`config.mk`:
```
export PLATFORM = sky130hd
export DESIGN_NAME = pll_lock_reset_seq
export DESIGN_NICKNAME = d
export VERILOG_FILES = /design/src/rtl/pll_lock_reset_seq.sv
export SDC_FILE = /design/constraint.sdc
export NUM_CORES = 1
export LEC_CHECK = 0
export CORE_ASPECT_RATIO = 1.4
export CORE_MARGIN = 10
export CORE_UTILIZATION = 49
export CTS_CLUSTER_SIZE = 28
export DETAILED_ROUTE_END_ITERATION = 16
export PLACE_DENSITY = 0.7
export SYNTH_ARGS = -nofsm -noshare
export SYNTH_HDL_FRONTEND = slang
export SYNTH_SLANG_ARGS = --single-unit
```
`constraint.sdc`:
```
create_clock -name clk -period 2.5 [get_ports clk]
set_input_delay 0.5 -clock clk [delete_from_list [all_inputs] [get_ports clk]]
set_output_delay 0.5 -clock clk [all_outputs]
set_load 0.01 [all_outputs]
```
`src/rtl/pll_lock_reset_seq.sv`:
```
// Reset/lock sequencer for the PLLVR: pulses the PLL reset, qualifies lock, then releases sys_rst and ready.
// Optional build macro PLL_LOCK_LOSS_CNT_EN adds a saturating lock-loss counter.
module pll_lock_reset_seq #(
  parameter int RST_CYCLES    = 16,
  parameter int LOCK_TIMEOUT  = 2500,
  parameter int STABLE_CYCLES = 250,
  parameter int PWRUP_CYCLES  = 3750,
  parameter int CNT_W         = 16
) (
  input  logic       clk,
  input  logic       reset,
  input  logic       lock,
  output logic       pll_reset,
  output logic       sys_rst,
  output logic       ready,
  output logic [2:0] state,
  output logic [3:0] retry_cnt,
  output logic [7:0] lock_loss_cnt
);

  typedef enum logic [2:0] {
    PLL_RST   = 3'd0,
    WAIT_LOCK = 3'd1,
    STABLE    = 3'd2,
    PWRUP     = 3'd3,
    RUN       = 3'd4
  } state_e;

  localparam logic [CNT_W-1:0] RST_LAST     = CNT_W'(RST_CYCLES - 1);
  localparam logic [CNT_W-1:0] TIMEOUT_LAST = CNT_W'(LOCK_TIMEOUT - 1);
  localparam logic [CNT_W-1:0] STABLE_LAST  = CNT_W'(STABLE_CYCLES - 1);
  localparam logic [CNT_W-1:0] PWRUP_LAST   = CNT_W'(PWRUP_CYCLES - 1);

  state_e           state_q, state_d;
  logic [CNT_W-1:0] cnt_q, cnt_d;
  logic [3:0]       retry_q, retry_d;
  logic             lock_meta_q, lock_s_q;
  logic             pll_reset_q, pll_reset_d;
  logic             sys_rst_q, sys_rst_d;
  logic             ready_q, ready_d;

  // lock comes from the PLL analog block; only lock_s_q is seen by the FSM.
  always_ff @(posedge clk) begin
    if (reset) begin
      lock_meta_q <= 1'b0;
      lock_s_q    <= 1'b0;
    end else begin
      lock_meta_q <= lock;
      lock_s_q    <= lock_meta_q;
    end
  end

  always_ff @(posedge clk) begin
    if (reset) begin
      state_q     <= PLL_RST;
      cnt_q       <= '0;
      retry_q     <= 4'd0;
      pll_reset_q <= 1'b1;
      sys_rst_q   <= 1'b1;
      ready_q     <= 1'b0;
    end else begin
      state_q     <= state_d;
      cnt_q       <= cnt_d;
      retry_q     <= retry_d;
      pll_reset_q <= pll_reset_d;
      sys_rst_q   <= sys_rst_d;
      ready_q     <= ready_d;
    end
  end

  always_comb begin
    state_d = state_q;
    cnt_d   = cnt_q + 1'b1;
    retry_d = retry_q;
    case (state_q)
      PLL_RST: begin
        if (cnt_q == RST_LAST) state_d = WAIT_LOCK;
      end
      WAIT_LOCK: begin
        // A lock arriving on the timeout cycle still counts as a lock.
        if (lock_s_q) begin
          state_d = STABLE;
        end else if (cnt_q == TIMEOUT_LAST) begin
          state_d = PLL_RST;
          if (retry_q != 4'hF) retry_d = retry_q + 4'd1;
        end
      end
      STABLE: begin
        if (!lock_s_q) state_d = WAIT_LOCK;
        else if (cnt_q == STABLE_LAST) state_d = PWRUP;
      end
      PWRUP: begin
        if (!lock_s_q) state_d = PLL_RST;
        else if (cnt_q == PWRUP_LAST) state_d = RUN;
      end
      RUN: begin
        if (!lock_s_q) state_d = PLL_RST;
      end
      default: state_d = PLL_RST;
    endcase
    if (state_d != state_q) cnt_d = '0;
    // Outputs follow the next state so they move on the same edge as state.
    pll_reset_d = (state_d == PLL_RST);
    sys_rst_d   = (state_d == PLL_RST) || (state_d == WAIT_LOCK) || (state_d == STABLE);
    ready_d     = (state_d == RUN);
  end

`ifdef PLL_LOCK_LOSS_CNT_EN
  logic [7:0] loss_q;
  logic       loss_evt;

  assign loss_evt = ((state_q == PWRUP) || (state_q == RUN)) && !lock_s_q;

  always_ff @(posedge clk) begin
    if (reset) begin
      loss_q <= 8'd0;
    end else if (loss_evt && (loss_q != 8'hFF)) begin
      loss_q <= loss_q + 8'd1;
    end
  end

  assign lock_loss_cnt = loss_q;
`else
  assign lock_loss_cnt = 8'd0;
`endif

  assign pll_reset = pll_reset_q;
  assign sys_rst   = sys_rst_q;
  assign ready     = ready_q;
  assign state     = state_q;
  assign retry_cnt = retry_q;

endmodule
```
==> results_dict.tcl <==
set metrics [dict create \
    outcome "complete, no violations" \
    cts_root_buf "clkbuf_8" \
    diodes 0 \
    fin_util_pct 56.2 \
    crit_path_end_kind "register" \
    core_area_sq_um 2850 \
    synth_edf_count 0 \
    synth_area_sq_um 1450 \
    fin_crit_sh_pct 80.6 \
    drcViolationCount 0 \
    fin_skew_ns 0.00207 \
    post_cts_buffers 0 \
    fin_setup_tns_ns 0 \
    crit_fanout 16 \
    worst_slack_ns 0.484 \
    finalHoldViolCount 0 \
    die_h_microns 84.4 \
    synth_cells 154 \
    max_freq_ghz 0.496 \
    min_path_type "register to register" \
    cts_tree "built" \
    power_mw 0.765 \
    ys_seq_area_share_pct 38.6 \
    die_w_microns 66.0 \
    syn2layout_area_growth_pct 10.3 \
    async_flop_share_pct 0 \
    synth_top_area_share_pct 38.6 \
    grt_overflow 0 \
    grt_pass1_vias 1074 \
    yosysMostFrequentCell "dfxtp_1" \
    cts_sinks 28 \
    dp_hpwl_microns 2190 \
    cts_resized 0 \
    crit_required_ns 2.66 \
    clk_latency_ns 0.27 \
    postCtsHoldBufs 0 \
    antenna_found_initial 0 \
    synthesis.yosys.warnings 0 \
    num_io_pins 21 \
    dr.pass1.iters 4 \
    drive_gt1_share_pct 15.2 \
    critPathKind "register to register" \
    start_util_pct 50.9 \
    syn_avg_cell_area_sq_um 9.42 \
    grt_use_total_pct 10.7 \
    worstSetupStartpointType "register" \
    setup_violations 0 \
    drtIter0Drc 64 \
    die-area_sq_um 5570 \
    grt_pass1_wl_microns 4820 \
    final_nets 172 \
    arrival_ns 2.18 \
    grt_max_degree 17 \
    p_leak_nw 0.547 \
    numCtsBuffers 3 \
    slew_headroom_pct 65.2 \
    fillerInstances 245 \
    synth_seq_cells 28 \
    rsz0062_at_grt "no" \
    cap_violations 0 \
    wl_per_cell_microns 14.0 \
    via_per_inst 5.40 \
    gp_congestion 0.815 \
    powerDensity_nw_per_um2 478 \
    clk_pin_slew_ns 0.09 \
    wirelength_microns 2820 \
    multi_input_area_sq_um 803 \
    cts_buffer_depth 2 \
    ys_top_cells_by_area "dfxtp_1 39%, xor2_1 6.0%, buf_4 5.2%" \
    synth_common_cells "28 x dfxtp_1, 14 x nor2_1, 11 x nand3_1" \
    h-tree-depth 1 \
    slew_violations 0 \
    synth_cell_types 41 \
    num_vias 1091 \
    regArea_sq_um 561 \
    portBuffers 12 \
    ir_drop_mv 0.291 \
    ys.flop_type "dfxtp_1" \
    synth_top_area_cell "dfxtp_1" \
    tightest_slew_ns 0.517 \
    min_period_ns 2.02 \
    num_rows 23 \
    ant_nets 0 \
    place_ws_ns 0.495 \
]
==> metal layers <==
metal  track usage, %  wire [microns]  up-vias  part of all wire, %
met5                0               0        -                    0
met4             6.31              72        0                  2.6
met3             2.26             130        6                  4.6
met2             18.4            1490       21                   53
met1             11.5            1130      516                   40
li1                 -               -      548                    -
==> critical path: stages (launching register included) <==
cell and delay [ns]:
dfxtp_1 0.35, or4_4 0.59, nor4_4 0.44, o22ai_2 0.16, nand4_4 0.27, nor2_1 0.09
==> cell usage in the layout, fill, tap and decap left out, types with 3 or more instances in the layout <==
cell type	n
dfxtp_1	28
nor2_1	14
clkdlybuf4s50_1	12
nand3_1	11
xor2_1	10
nor2_2	10
conb_1	8
xnor2_1	7
nand4_1	6
a21oi_1	5
inv_1	4
nor4_1	4
nand2_1	4
clkbuf_8	4
nor2b_1	3
and3_1	3
ha_1	3
==> final timing paths <==
| path | startpoint | endpoint | slack [ns] | cells after the start |
|---|---|---|---|---|
| max | cnt_q[13] | cnt_q[2] | 0.48 | 5 |
| min | lock_meta_q | lock_s_q | 0.47 | 1 |
| max reg2reg | cnt_q[13] | cnt_q[2] | 0.48 | 5 |
| min reg2reg | lock_meta_q | lock_s_q | 0.47 | 1 |
==> flip-flops by register name, indices dropped and copies added (netlist names) <==
register and flops:
ready 1, state 3, cnt_q 16, retry_cnt 4, pll_reset 1, lock_meta_q 1, sys_rst 1, lock_s_q 1
==> stage by stage <==
| stage | instance area (sq um) | hold slack (ns) | instances |
|---|---|---|---|
| after floorplan | 1480 | 0.414 | 161 |
| after global placement | 1550 | 0.436 | 198 |
| after detailed placement | 1550 | 0.450 | 198 |
| after CTS | 1600 | 0.473 | 202 |
| after global routing | 1600 | 0.486 | 202 |
| final | 1600 | 0.469 | 202 |
==> cell type report <==
class / instances / area share (%)
multi-input combinational: 117 / 50.2
clock buffer: 4 / 3.44
sequential: 28 / 35.0
inverter: 4 / 0.938
timing repair buffer: 12 / 7.51
tap: 37 / 2.89
==> cells by family (layout without fill, tap and decap cells) <==
group / after synthesis / in the layout / share of synthesized area (%)
xor gates and xnor gates: 17 / 17 / 10.3
buffers and inverters: 16 / 20 / 7.84
DFF: 28 / 28 / 38.6
adders and majority gates: 3 / 3 / 2.59
and+or+nand+nor: 75 / 75 / 33.4
other: 1 / 8 / 0.258
muxes: 1 / 1 / 0.690
AOI/OAI and AO/OA: 13 / 13 / 6.38
==> power by group <==
part | switching, mW | leakage, nW | internal [mW] | total, mW
sequential | 0.00684 | 0.227 | 0.451 | 0.458
combinational | 0.0211 | 0.292 | 0.0120 | 0.0330
clock | 0.133 | 0.0288 | 0.141 | 0.273
Power figures use the tool's default switching activity.
